--- src/rtl/adder_tree_feeder.sv ---
`default_nettype none
// ============================================================================
// Module   : adder_tree_feeder
// Desc     : Gathers 8-bit samples into N-lane vectors for a pipelined adder
//            tree and queues the tree sums in a credit-protected output FIFO.
//            Optional partial-vector flush (in_last): ADDER_FEED_FLUSH_EN.
// Revision : 1.0 - initial release
// ============================================================================
module adder_tree_feeder #(
    parameter int N = 4,
    parameter int L = $clog2(N),
    parameter int D = L + 1
) (
    input  logic                clk,
    input  logic                rst,
    input  logic [7:0]          in_data,
    input  logic                in_valid,
`ifdef ADDER_FEED_FLUSH_EN
    input  logic                in_last,
`endif
    output logic                in_ready,
    output logic [N-1:0][7:0]   stage_zero,
    input  logic [7+L:0]        tree_result,
    output logic [7+L:0]        out_data,
    output logic                out_valid,
    input  logic                out_ready
);

    localparam int c_LW = $clog2(N);
    localparam int c_OW = $clog2(D + 1);
    localparam int c_PW = (D > 1) ? $clog2(D) : 1;
    localparam logic [c_LW-1:0] c_LAST_LANE = c_LW'(N - 1);
    localparam logic [c_OW-1:0] c_DEPTH     = c_OW'(D);
    localparam logic [c_PW-1:0] c_LAST_PTR  = c_PW'(D - 1);

    typedef enum logic [0:0] {
        S_FILL = 1'b0,
        S_FULL = 1'b1
    } state_t;

    state_t                 r_state;
    state_t                 w_state_next;
    logic [c_LW-1:0]        r_lane;
    logic [c_LW-1:0]        w_lane_next;
    logic [N-1:0][7:0]      r_gather;
    logic [c_OW-1:0]        r_occ;
    // One extra stage over the tree depth accounts for the stage_zero register.
    logic [L:0]             r_vpipe;
    logic [7+L:0]           r_mem [D];
    logic [c_PW-1:0]        r_wr_ptr;
    logic [c_PW-1:0]        r_rd_ptr;
    logic [c_OW-1:0]        r_count;
    logic                   w_accept;
    logic                   w_launch;
    logic                   w_push;
    logic                   w_pop;
    logic                   w_last;

    assign in_ready  = (r_state == S_FILL);
    assign w_accept  = in_valid & in_ready;
    assign w_push    = r_vpipe[L];
    assign out_valid = (r_count != '0);
    assign w_pop     = out_valid & out_ready;
    assign out_data  = out_valid ? r_mem[r_rd_ptr] : '0;

`ifdef ADDER_FEED_FLUSH_EN
    assign w_last = in_last & (r_lane != c_LAST_LANE);
`else
    assign w_last = 1'b0;
`endif

    always_comb begin
        w_state_next = r_state;
        w_lane_next  = r_lane;
        w_launch     = 1'b0;
        case (r_state)
            S_FILL: begin
                if (w_accept) begin
                    if ((r_lane == c_LAST_LANE) || w_last) begin
                        w_state_next = S_FULL;
                        w_lane_next  = '0;
                    end else begin
                        w_lane_next  = r_lane + c_LW'(1);
                    end
                end
            end
            S_FULL: begin
                // Credit check uses the current occupancy; a same-cycle pop does not help.
                if (r_occ < c_DEPTH) begin
                    w_launch     = 1'b1;
                    w_state_next = S_FILL;
                end
            end
            default: w_state_next = S_FILL;
        endcase
    end

    always_ff @(posedge clk or negedge rst) begin
        if (!rst) begin
            r_state    <= S_FILL;
            r_lane     <= '0;
            r_gather   <= '0;
            stage_zero <= '0;
            r_vpipe    <= '0;
            r_occ      <= '0;
        end else begin
            r_state <= w_state_next;
            r_lane  <= w_lane_next;
            r_vpipe <= {r_vpipe[L-1:0], w_launch};
            r_occ   <= r_occ + c_OW'(w_launch) - c_OW'(w_pop);
            if (w_accept) begin
                r_gather[r_lane] <= in_data;
`ifdef ADDER_FEED_FLUSH_EN
                if (w_last) begin
                    for (int i = 0; i < N; i++) begin
                        if (c_LW'(i) > r_lane) begin
                            r_gather[i] <= '0;
                        end
                    end
                end
`endif
            end
            if (w_launch) begin
                stage_zero <= r_gather;
            end
        end
    end

    always_ff @(posedge clk or negedge rst) begin
        if (!rst) begin
            r_wr_ptr <= '0;
            r_rd_ptr <= '0;
            r_count  <= '0;
        end else begin
            if (w_push) begin
                r_wr_ptr <= (r_wr_ptr == c_LAST_PTR) ? '0 : r_wr_ptr + c_PW'(1);
            end
            if (w_pop) begin
                r_rd_ptr <= (r_rd_ptr == c_LAST_PTR) ? '0 : r_rd_ptr + c_PW'(1);
            end
            r_count <= r_count + c_OW'(w_push) - c_OW'(w_pop);
        end
    end

    always_ff @(posedge clk) begin
        if (w_push) begin
            r_mem[r_wr_ptr] <= tree_result;
        end
    end

endmodule
`default_nettype wire

--- config.mk ---
export PLATFORM = sky130hd
export DESIGN_NAME = adder_tree_feeder
export DESIGN_NICKNAME = d
export VERILOG_FILES = /design/src/rtl/adder_tree_feeder.sv
export SDC_FILE = /design/constraint.sdc
export NUM_CORES = 1
export LEC_CHECK = 0
export ABC_CLOCK_PERIOD_IN_PS = 4990
export BUFFER_PORTS_ARGS = -buffer_cell sky130_fd_sc_hd__buf_2
export CORE_UTILIZATION = 45
export DETAILED_ROUTE_END_ITERATION = 12
export HOLD_SLACK_MARGIN = 0.02
export PLACE_DENSITY_LB_ADDON = 0.2
export SYNTH_ARGS = -nofsm -noshare
export SYNTH_HDL_FRONTEND = slang
export SYNTH_SLANG_ARGS = --single-unit
--- constraint.sdc ---
create_clock -name clk -period 4.99 [get_ports clk]
set_clock_uncertainty 0.1 [all_clocks]
set_input_delay 0.998 -clock clk [delete_from_list [all_inputs] [get_ports clk]]
set_output_delay 0.998 -clock clk [all_outputs]
set_load 0.1 [all_outputs]
# Word level (Yosys, flattened, before mapping)
# Memory sizes are Yosys's and may differ from the RTL's.
# Index checks and enable logic that the tools add are counted.
[totals] memories=1 output_inout_bits=44 ramBits=30 in_bits=22 word_cells=50 ff_bits=78
[op_classes] bitwise_logic=3 add_sub_neg=7 reduce_logical=3 eq_ne=3 n_lt_le_gt_ge=3 n_mux=15
[memory_table] name="r_mem" words=3 word_bits=10 rd=1 rd_clocked_by_memory_dff=0 wr=1 line="49" rtl="logic [7+L:0] r_mem [D];"
[op_table] op="$bwmux 32" count=1
[op_table] op="$demux 8 s2" count=1
[op_table] op="$mux 10" count=1
[op_table] op="$mux 8" count=1
[op_table] op="$mux 1" count=7
[op_table] op="$add 2x1->2 const B" count=3
[op_table] op="$eq 2x2->1 const B" count=3
[op_table] op="$mux 2" count=3
[op_table] op="$add 2x1->2" count=2
[op_table] op="$sub 2x1->2" count=2
[op_table] op="$lt 2x3->1 const B" count=1
[op_table] op="$and 1x1->1" count=2
[op_table] op="$ge 2x1->1 const B" count=1
[op_table] op="$lt 2x2->1 const B" count=1
[op_table] op="$pmux 1 s2" count=1
[op_table] op="$reduce_and 2->1" count=1
[op_table] op="$reduce_bool 2->1" count=1
[op_table] op="$logic_and 1x1->1" count=1
[op_table] op="$not 1->1" count=1

# Logic depth before layout (Yosys ltp)
# Gate-level depths: netlist (run 1).
[logic_depth] word_depth=5 ltp_mapped=6 ltp_nobuf=5

# Worst setup path before layout (run 1)
# Ideal clock, no wire load.
[synth_path] path_kind="register -> output" startpoint="register r_rd_ptr[0]" endpoint="output port out_data[2]" stages_incl_launch_ff=5 n_path_buf=1 arrival_ns=2.107 slack_ns=1.785 t_required_ns=3.892 cell_sequence="dfrtp_1 buf_2 mux2_2 mux2i_1 nor2_1"
[synth_via] elab_chain_cells=2
[synth_lines] element="from (decl)" line="51" rtl="logic [c_PW-1:0] r_rd_ptr;"
[synth_lines] element="from (signal assigned)" line="139" rtl="r_rd_ptr <= (r_rd_ptr == c_LAST_PTR) ? '0 : r_rd_ptr + c_PW'(1);"
[synth_lines] element="$mem_v2 3x10"
[synth_lines] element="$mux 10" line="64" rtl="assign out_data = out_valid ? r_mem[r_rd_ptr] : '0;"
[synth_lines] element="to (decl)" line="24" rtl="output logic [7+L:0] out_data,"
# No other way between the ends.

# Worst setup path after layout (run 1)
[layout_path] startpoint="register r_rd_ptr[0]" endpoint="output port out_data[6]"
# The elaborated chain is that of the path after synthesis.

==> flow_summary.json, run 1 <==
{
  "hold_buffers": 0,
  "htreeDepth": 3,
  "drcViolationCount": 2,
  "synth_adder_area_share_pct": 1.795,
  "critPathRequiredTime_ns": 3.89,
  "clk_latency_ns": 0.37,
  "clock_path_buffers": 2,
  "ys_top_cells_by_area": "dfrtp_1, edfxtp_1, mux2_2, mux2i_1, ha_1",
  "antenna_cells": 0,
  "cts_setup_buffers": 0,
  "violations": "DRC",
  "cts_tree": "built",
  "num_vias": 2245,
  "fin_tns_setup_ns": 0,
  "worstHoldPathCells": 0,
  "worstMarginPinSlew_ns": 0.9980,
  "wl_um": 7135,
  "grt_max_degree": 79,
  "path_clk_slew_ns": 0.10,
  "setup_viol": 0,
  "fin_nets": 355,
  "wl_per_cell_um": 16.22,
  "fin_crit_sh_pct": 60.92,
  "rsz0062_at_grt": "false",
  "fillCellCount": 770,
  "yosysWarnings": 0,
  "syn_area_per_cell_um2": 16.40,
  "synth_area_um2": 4183,
  "netlist_instances": 255,
  "core_area_um2": 8848,
  "hold_viol_final": 0,
  "max_freq_mhz": 328.9,
  "cts_sinks": 108,
  "status": "complete, but fails checks",
  "synth_xor_area_share_pct": 0.8376,
  "clockRootBuffer": "clkbuf_8",
  "max-cap-violations": 0,
  "grt_pass1_vias": 2331,
  "post-place-ws_ns": 2.320,
  "postLayoutSetupSlackWorst_ns": 1.950,
  "start_util_pct": 47.27,
  "die_area_um2": 9685,
  "fp.dieW_um": 98.41,
  "grtUsageTotal_pct": 16.22,
  "finalWeightedCongestion": 0.7035,
  "synthMuxAreaShare_pct": 22.55,
  "synthesis.nets": 283,
  "die_h_um": 98.41,
  "rows": 34,
  "io_pins": 66,
  "slew_viol_final": 0,
  "crit_path_start_kind": "register",
  "slew_headroom_pct": 33.22,
  "io_buffers": 65,
  "synth_top_area_share_pct": 46.66,
  "grt_overflow": 0,
  "antenna_found_initial": 0,
  "vias_per_cell": 5.102,
  "synth-seq-area-share_pct": 68.20,
  "numCtsBuffers": 9,
  "reg2reg_depth": 6,
  "ys_ff_latch": 108,
  "layout-drive-gt1-share_pct": 48.80,
  "post_cts_resized": 0,
  "grt_pass1_wl_um": 11810,
  "multi_input_area_um2": 1255,
  "critical_path_class": "register to primary output",
  "synth_top_area_cell": "dfrtp_1",
  "regArea_um2": 2853,
  "cp_max_fo": 13,
  "synth-compound-area-share_pct": 1.585,
  "synth_top_family_by_area": "multiplexers",
  "hold_path.class": "register to register",
  "area_growth_pct": 14.69,
  "yosysUniqueCellTypes": 23,
  "fin_crit_ns": 3.040,
  "dpl.hpwl_um": 4639,
  "drt-initial-drc-count": 56,
  "dr.pass1.iters": 8,
  "drtAntennaViolNets": 0,
  "synth-simple-area-share_pct": 3.231,
  "end_kind": "primary output",
  "arrival_ns": 1.94
}
-- state kept, by name, summed over array words and instances, names as in the netlist, 2 cells and up --
| name | cells |
|---|---|
| r_lane | 2 |
| r_mem | 30 |
| r_occ | 2 |
| r_rd_ptr | 2 |
| r_gather | 32 |
| stage_zero | 32 |
| r_vpipe | 3 |
| r_count | 2 |
| r_wr_ptr | 2 |
-- critical path, cell delays in order, from the launching register on --
cell and delay (ns):
dfrtp_1 0.68, mux2_2 0.39, mux2i_1 0.13, nor2_1 0.05, buf_2 0.32
-- worst paths after layout --
path	endpoint	startpoint	slack, ns
max in group asynchronous	stage_zero[21]	rst	3.49
min	r_vpipe[1]	r_vpipe[0]	0.25
max	out_data[6]	r_rd_ptr[0]	1.95
min reg2reg	r_vpipe[1]	r_vpipe[0]	0.25
max reg2reg	r_occ[1]	r_occ[1]	2.90
min in group asynchronous	stage_zero[4]	rst	0.67
-- cells in the final DEF, fill, tap and decap left out, drive strengths merged --
master	count
nand2	10
xnor2	4
clkinv	3
nand2b	1
mux2	74
clkbuf	9
edfxtp	30
nor3	2
dfrtp	78
nand3	1
a21boi	1
ha	6
o21ai	5
inv	10
nor3b	1
a21o	3
buf	68
nor2	14
nor2b	1
mux2i	11
-- cell usage after synthesis --
master     n
dfrtp_1   78
mux2_2    73
edfxtp_1  30
nor2_1    14
mux2i_1   11
ha_1       6
inv_1      6
nand2_1    6
nand2_2    4
o21ai_0    4
xnor2_1    4
a21o_1     3
buf_2      3
buf_6      3
nor3_1     2
a21boi_4   1
clkbuf_1   1
mux2_1     1
nand2b_1   1
nand3_1    1
nor2b_1    1
nor3b_1    1
o21ai_1    1
-- through the flow --
step	std cells	cell area, um2	util [%]	hold slack [ns]
5_1_grt	440	4797	54.21	0.2496
6_report	440	4797	54.21	0.2466
3_5_place_dp	424	4616	52.16	0.2358
4_1_cts	440	4797	54.21	0.2550
3_3_place_gp	424	4616	52.16	0.2314
2_1_floorplan	255	4183	-	0.2312
-- final cells by class --
class,count,share of cell area (%)
sequential,108,59.47
multi-input combinational,134,26.16
timing repair buffer,68,7.303
tap,108,2.817
inverter,6,0.4695
clock buffer,9,2.582
clock inverter,7,1.200
-- metal layers --
metal  vias to the layer above  share of wire (%)  global-route usage, %
li1                       1054                  -                      -
met1                      1144                 46                  21.48
met2                        39                 47                  24.81
met3                         8                5.7                  5.887
met4                         0                1.4                  5.855
met5                         -                  0                      0
-- kinds of logic after synthesis --
kind of cell,Yosys count
AOI/OAI and AO/OA,9
muxes,85
buffers and inverters,13
DFF,108
adders and majority gates,6
and+or+nand+nor,30
xor gates and xnor gates,4
Power of run 1 is left out: the tool's default activity adds up to more than one toggle a clock period on the data nets, which glitch-free logic cannot reach.
==> run 2, diff against run 1 <==
--- a/config.mk
+++ b/config.mk
@@ -5,7 +5,8 @@
 export SDC_FILE = /design/constraint.sdc
 export NUM_CORES = 1
 export LEC_CHECK = 0
-export ABC_CLOCK_PERIOD_IN_PS = 4990
+export ABC_AREA = 1
+export ABC_CLOCK_PERIOD_IN_PS = 2900
 export BUFFER_PORTS_ARGS = -buffer_cell sky130_fd_sc_hd__buf_2
 export CORE_UTILIZATION = 45
 export DETAILED_ROUTE_END_ITERATION = 12
==> constraint.sdc (replaced) <==
create_clock -name clk -period 2.9 [get_ports clk]
set_clock_uncertainty 0.1 [all_clocks]
set_input_delay 0.58 -clock clk [delete_from_list [all_inputs] [get_ports clk]]
set_output_delay 0.58 -clock clk [all_outputs]
set_load 0.1 [all_outputs]
==> flow_summary.json, run 2 <==
{
  "synth_top_area_cell": "dfrtp_1",
  "ys_ff_latch": 108,
  "path_cells": "inv_1, nand3_1, nand3_1, nand2_1, inv_1, buf_2",
  "synth_area_um2": 4292,
  "slew_viol_final": 0,
  "fin_crit_ns": 2.710,
  "grt_max_degree": 50,
  "core_area_um2": 9240,
  "synth_top_family_by_area": "simple AND/OR/NAND/NOR gates",
  "post-place-ws_ns": 0.5788,
  "post_cts_resized": 0,
  "hold_viol_final": 0,
  "status": "finished, final reports clean",
  "final_cell_mix": "nand2_1, dfrtp_1, buf_2",
  "final_common_cell": "nand2_1",
  "async_reset_ff_share_pct": 72.22,
  "slew_headroom_pct": 36.37,
  "drtAntennaViolNets": 0,
  "fin_tns_setup_ns": 0,
  "fillCellCount": 850,
  "synth-simple-area-share_pct": 20.35,
  "hold_buffers": 0,
  "dpl.hpwl_um": 5382,
  "antenna_found_initial": 0,
  "die_area_um2": 9931,
  "end_kind": "primary output",
  "fin_nets": 511,
  "synth_top_area_share_pct": 45.48,
  "finalWeightedCongestion": 0.7527,
  "synth-edff-count": 30,
  "cp_slowest_stage_delay_ns": 0.55,
  "grt_overflow": 0,
  "die_h_um": 99.66,
  "crit_path_start_kind": "register",
  "path_clk_slew_ns": 0.10,
  "ys_top_cells_by_area": "dfrtp_1, edfxtp_1, nand2_1, o21ai_2, inv_1",
  "wl_per_cell_um": 13.15,
  "max_freq_mhz": 369.1,
  "synth-seq-area-share_pct": 66.47,
  "netlist_instances": 418,
  "clock_path_buffers": 2,
  "yosysWarnings": 0,
  "clockRootBuffer": "clkbuf_8",
  "rsz0062_at_grt": "false",
  "drt-initial-drc-count": 139,
  "rows": 35,
  "area_growth_pct": 14.20,
  "antenna_cells": 0,
  "grt_pass1_wl_um": 13660,
  "layout-drive-gt1-share_pct": 21.93,
  "htreeDepth": 3,
  "cts_tree": "built",
  "critical_path_class": "register to primary output",
  "numCtsBuffers": 9,
  "hold_path.class": "primary input to asynchronous set/reset pin",
  "setup_viol": 0,
  "synth_adder_area_share_pct": 1.749,
  "vias_per_cell": 4.614,
  "critPathSlowestCell": "dfrtp_1",
  "worstMarginPinSlew_ns": 0.9510,
  "drcViolationCount": 0,
  "synth_xor_area_share_pct": 0,
  "io_buffers": 65,
  "wl_um": 8115,
  "yosys-top-cells-count": "nand2_1, dfrtp_1, inv_1",
  "fin_crit_sh_pct": 93.44,
  "synthesis.nets": 446,
  "cts_sinks": 108,
  "syn_area_per_cell_um2": 10.27,
  "fp.dieW_um": 99.66,
  "grtUsageTotal_pct": 18.07,
  "max-cap-violations": 0,
  "grt_pass1_vias": 2751,
  "cts_setup_buffers": 0,
  "dr.pass1.iters": 4,
  "io_pins": 66,
  "critPathRequiredTime_ns": 2.22,
  "clk_latency_ns": 0.36,
  "postLayoutSetupSlackWorst_ns": 0.1904,
  "synthMuxAreaShare_pct": 0,
  "arrival_ns": 2.03,
  "start_util_pct": 46.45,
  "synth-main-ff-cell": "dfrtp_1",
  "yosysUniqueCellTypes": 19,
  "biggestRegsByFlops": "r_gather (32), stage_zero (32), r_mem (30)",
  "synth-compound-area-share_pct": 6.122,
  "num_vias": 2847,
  "cp_max_fo": 13,
  "synth_most_common_cell": "nand2_1"
}
## run 2: changes by cell type in the layout (fill, tap and decap cells not counted), moves of 9 or more
cell / delta
inv_1: +28
mux2_2: -73
mux2i_1: -11
nand2_1: +173
nand3_1: +23
nor2_1: -9
o21ai_1: +15
o21ai_2: +16
## run 2: final cells by class
cell class / count / area, um2 / share of cell area [%]
Clock inverter: 7 / 50.05 / 1.021
Inverter: 35 / 131.4 / 2.681
Multi-Input combinational cell: 260 / 1211 / 24.71
Sequential cell: 108 / 2853 / 58.21
Clock buffer: 9 / 123.9 / 2.527
Tap cell: 129 / 161.4 / 3.293
Timing Repair Buffer: 69 / 370.4 / 7.557
## run 2: critical path, delay by kind of cell, from the launching register on
kind | cells | cell delay, ns
buffers and inverters | 3 | 0.83
DFF | 1 | 0.55
and+or+nand+nor | 3 | 0.29
## run 2: metrics by stage
stage	cells	cell area (um2)	util [%]	hold slack [ns]
final	617	4901	53.04	0.1447
after global placement	601	4727	51.16	0.2327
after global routing	617	4901	53.04	0.1877
after CTS	617	4901	53.04	0.1681
after floorplan	418	4292	-	0.1844
after detailed placement	601	4727	51.16	0.2347
## run 2: logic make-up (layout without fill, tap and decap cells)
group,after synthesis,count (layout)
AND/OR/NAND/NOR,214,214
AO/OA/AOI/OAI,40,40
adder cells (fa/ha/maj),6,6
buffers and inverters,50,120
flip-flops,108,108
## run 2: final timing paths
| kind | cells after the start | to | start | slack [ns] |
|---|---|---|---|---|
| setup / recovery | 6 | out_data[1] | r_rd_ptr[1] | 0.19 |
| hold / removal | 1 | stage_zero[23] | rst | 0.14 |
| setup reg to reg | 12 | r_occ[1] | r_count[0] | 1.14 |
| hold reg to reg | 0 | r_vpipe[2] | r_vpipe[1] | 0.26 |
| max in group asynchronous | 2 | r_gather[3] | rst | 1.97 |
| min in group clk | 0 | r_vpipe[2] | r_vpipe[1] | 0.26 |
## run 2: metal layers
layer | global-route usage [%] | share of wire (%) | wire [um]
met5 | 0 | 0 | 0
met4 | 7.466 | 1.6 | 129
met3 | 2.952 | 3.9 | 319
met2 | 26.92 | 44 | 3545
met1 | 26.44 | 51 | 4120
Power of run 2 is left out for the same reason.
==> run 3, diff against run 2 <==
--- a/config.mk
+++ b/config.mk
@@ -11,7 +11,8 @@
 export CORE_UTILIZATION = 45
 export DETAILED_ROUTE_END_ITERATION = 12
 export HOLD_SLACK_MARGIN = 0.02
-export PLACE_DENSITY_LB_ADDON = 0.2
+export PLACE_DENSITY = 0.66
+export REMOVE_ABC_BUFFERS = 1
 export SYNTH_ARGS = -nofsm -noshare
 export SYNTH_HDL_FRONTEND = slang
 export SYNTH_SLANG_ARGS = --single-unit
==> constraint.sdc (replaced) <==
create_clock -name clk -period 2.9 [get_ports clk]
set_clock_uncertainty 0.1 [all_clocks]
set_input_delay 0 -clock clk [delete_from_list [all_inputs] [get_ports clk]]
set_output_delay 0 -clock clk [all_outputs]
set_load 0.1 [all_outputs]
==> flow_summary.json, run 3 (synthesis results as in run 2) <==
{
  "final_cell_mix": "nand2_1, dfrtp_1, buf_2",
  "numCtsBuffers": 9,
  "finalWeightedCongestion": 0.7281,
  "worstMarginPinSlew_ns": 0.9720,
  "vias_per_cell": 4.602,
  "biggestRegsByFlops": "r_gather (32), stage_zero (32), r_mem (30)",
  "final_common_cell": "nand2_1",
  "postLayoutSetupSlackWorst_ns": 0.3827,
  "start_util_pct": 46.45,
  "grtUsageTotal_pct": 17.74,
  "wl_per_cell_um": 12.68,
  "cp_max_fo": 13,
  "cts_tree": "built",
  "clk_latency_ns": 0.35,
  "post_cts_resized": 0,
  "fin_crit_sh_pct": 86.80,
  "clockRootBuffer": "clkbuf_8",
  "io_buffers": 65,
  "fin_crit_ns": 2.517,
  "hold_path.class": "primary input to asynchronous set/reset pin",
  "path_clk_slew_ns": 0.10,
  "dr.pass1.iters": 4,
  "layout-drive-gt1-share_pct": 20.75,
  "rsz0062_at_grt": "false",
  "wl_um": 8054,
  "crit_path_start_kind": "register",
  "drtAntennaViolNets": 0,
  "critical_path_class": "register to primary output",
  "max_freq_mhz": 397.3,
  "critPathRequiredTime_ns": 2.80,
  "die_h_um": 99.66,
  "status": "finished, final reports clean",
  "cp_slowest_stage_delay_ns": 0.74,
  "rows": 35,
  "grt_use_met2_pct": 30.18,
  "dpl.hpwl_um": 5098,
  "postPlaceCellArea_um2": 4692,
  "antenna_found_initial": 0,
  "timing.critical_path.mode_cell": "nand2_1",
  "area_growth_pct": 18.92,
  "grt_overflow": 0,
  "critPathSlowestCell": "nor2_1",
  "grt_use_met3_pct": 2.741,
  "fin_nets": 529,
  "r2r_end": "r_occ[1]",
  "post-place-ws_ns": 0.7299,
  "drcViolationCount": 0,
  "fp.dieW_um": 99.66,
  "fin_tns_setup_ns": 0,
  "core_area_um2": 9240,
  "grt_max_degree": 79,
  "cts_sinks": 108,
  "slew_headroom_pct": 35.20,
  "drt-initial-drc-count": 126,
  "io_pins": 66,
  "r2r_slack_ns": 0.93,
  "busiest_layer": "met2",
  "max-cap-violations": 0,
  "num_vias": 2922,
  "die_area_um2": 9931,
  "grt_util_met1_pct": 23.29,
  "end_kind": "primary output",
  "antenna_cells": 0,
  "grt_pass1_vias": 2865,
  "setup_viol": 0,
  "path_cells": "nor2_1, nand2_1, nand3_1, nand2_1, inv_1, buf_2",
  "hold_viol_final": 0,
  "clock_path_buffers": 2,
  "stdcell_area_um2": 5104,
  "grt_pass1_wl_um": 13670,
  "reg2reg_from": "r_occ[1]",
  "htreeDepth": 3,
  "slew_viol_final": 0,
  "reg2reg_depth": 11,
  "arrival_ns": 2.42
}
-- run 3: cell types whose count changed in the layout (fill, tap and decap cells not counted), sizes merged --
cell	change
clkbuf	+2
clkinvlp	-2
dlygate4sd3	+21
buf	-3
-- run 3: worst max-delay path by stage --
| stage | cells after the start | end | slack (ns) | start |
|---|---|---|---|---|
| finish | 6 | out_data[0] | 0.38 | r_rd_ptr[1] |
| global route | 6 | out_data[0] | 0.16 | r_rd_ptr[0] |
| CTS | 6 | out_data[0] | 0.32 | r_rd_ptr[1] |
| detailed placement | 6 | out_data[0] | 0.73 | r_rd_ptr[1] |
| global placement | 6 | out_data[6] | 0.82 | r_rd_ptr[1] |
| floorplan | 12 | r_occ[1] | 0.74 | r_count[0] |
-- run 3: metal layers --
metal	wire [um]	up-vias
met3	337	7
met1	3802	1351
met2	3837	76
met5	0	-
li1	-	1488
met4	78	0
-- run 3: area by class of cell --
class,instances,area [um2]
repair buffers,87,545.5
inverters,35,131.4
fillers,818,4136
flip-flops and latches,108,2853
clock inverters,5,38.79
multi-input cells,260,1211
clock buffers,11,162.7
well taps,129,161.4
-- run 3: repair_timing --
item,4_1_cts,5_1_grt
endpoints found under the hold margin,147,0
buffers inserted,0,0
hold buffers,21,0
-- run 3: worst max-delay path, delay by kind of cell (launching register included) --
kind	cells	cell delay [ns]
buf+inv	2	0.49
flops	1	0.57
simple gates	4	1.01
-- run 3: stage by stage --
| step | cells | hold WS, ns | utilization, % |
|---|---|---|---|
| final | 635 | 0.2397 | 55.23 |
| after floorplan | 403 | -0.3956 | - |
| after CTS | 635 | 0.2557 | 55.23 |
| after global placement | 598 | 0.1017 | 50.78 |
| after detailed placement | 598 | 0.1075 | 50.78 |
| after global routing | 635 | 0.2674 | 55.23 |
Power of run 3 is left out for the same reason.
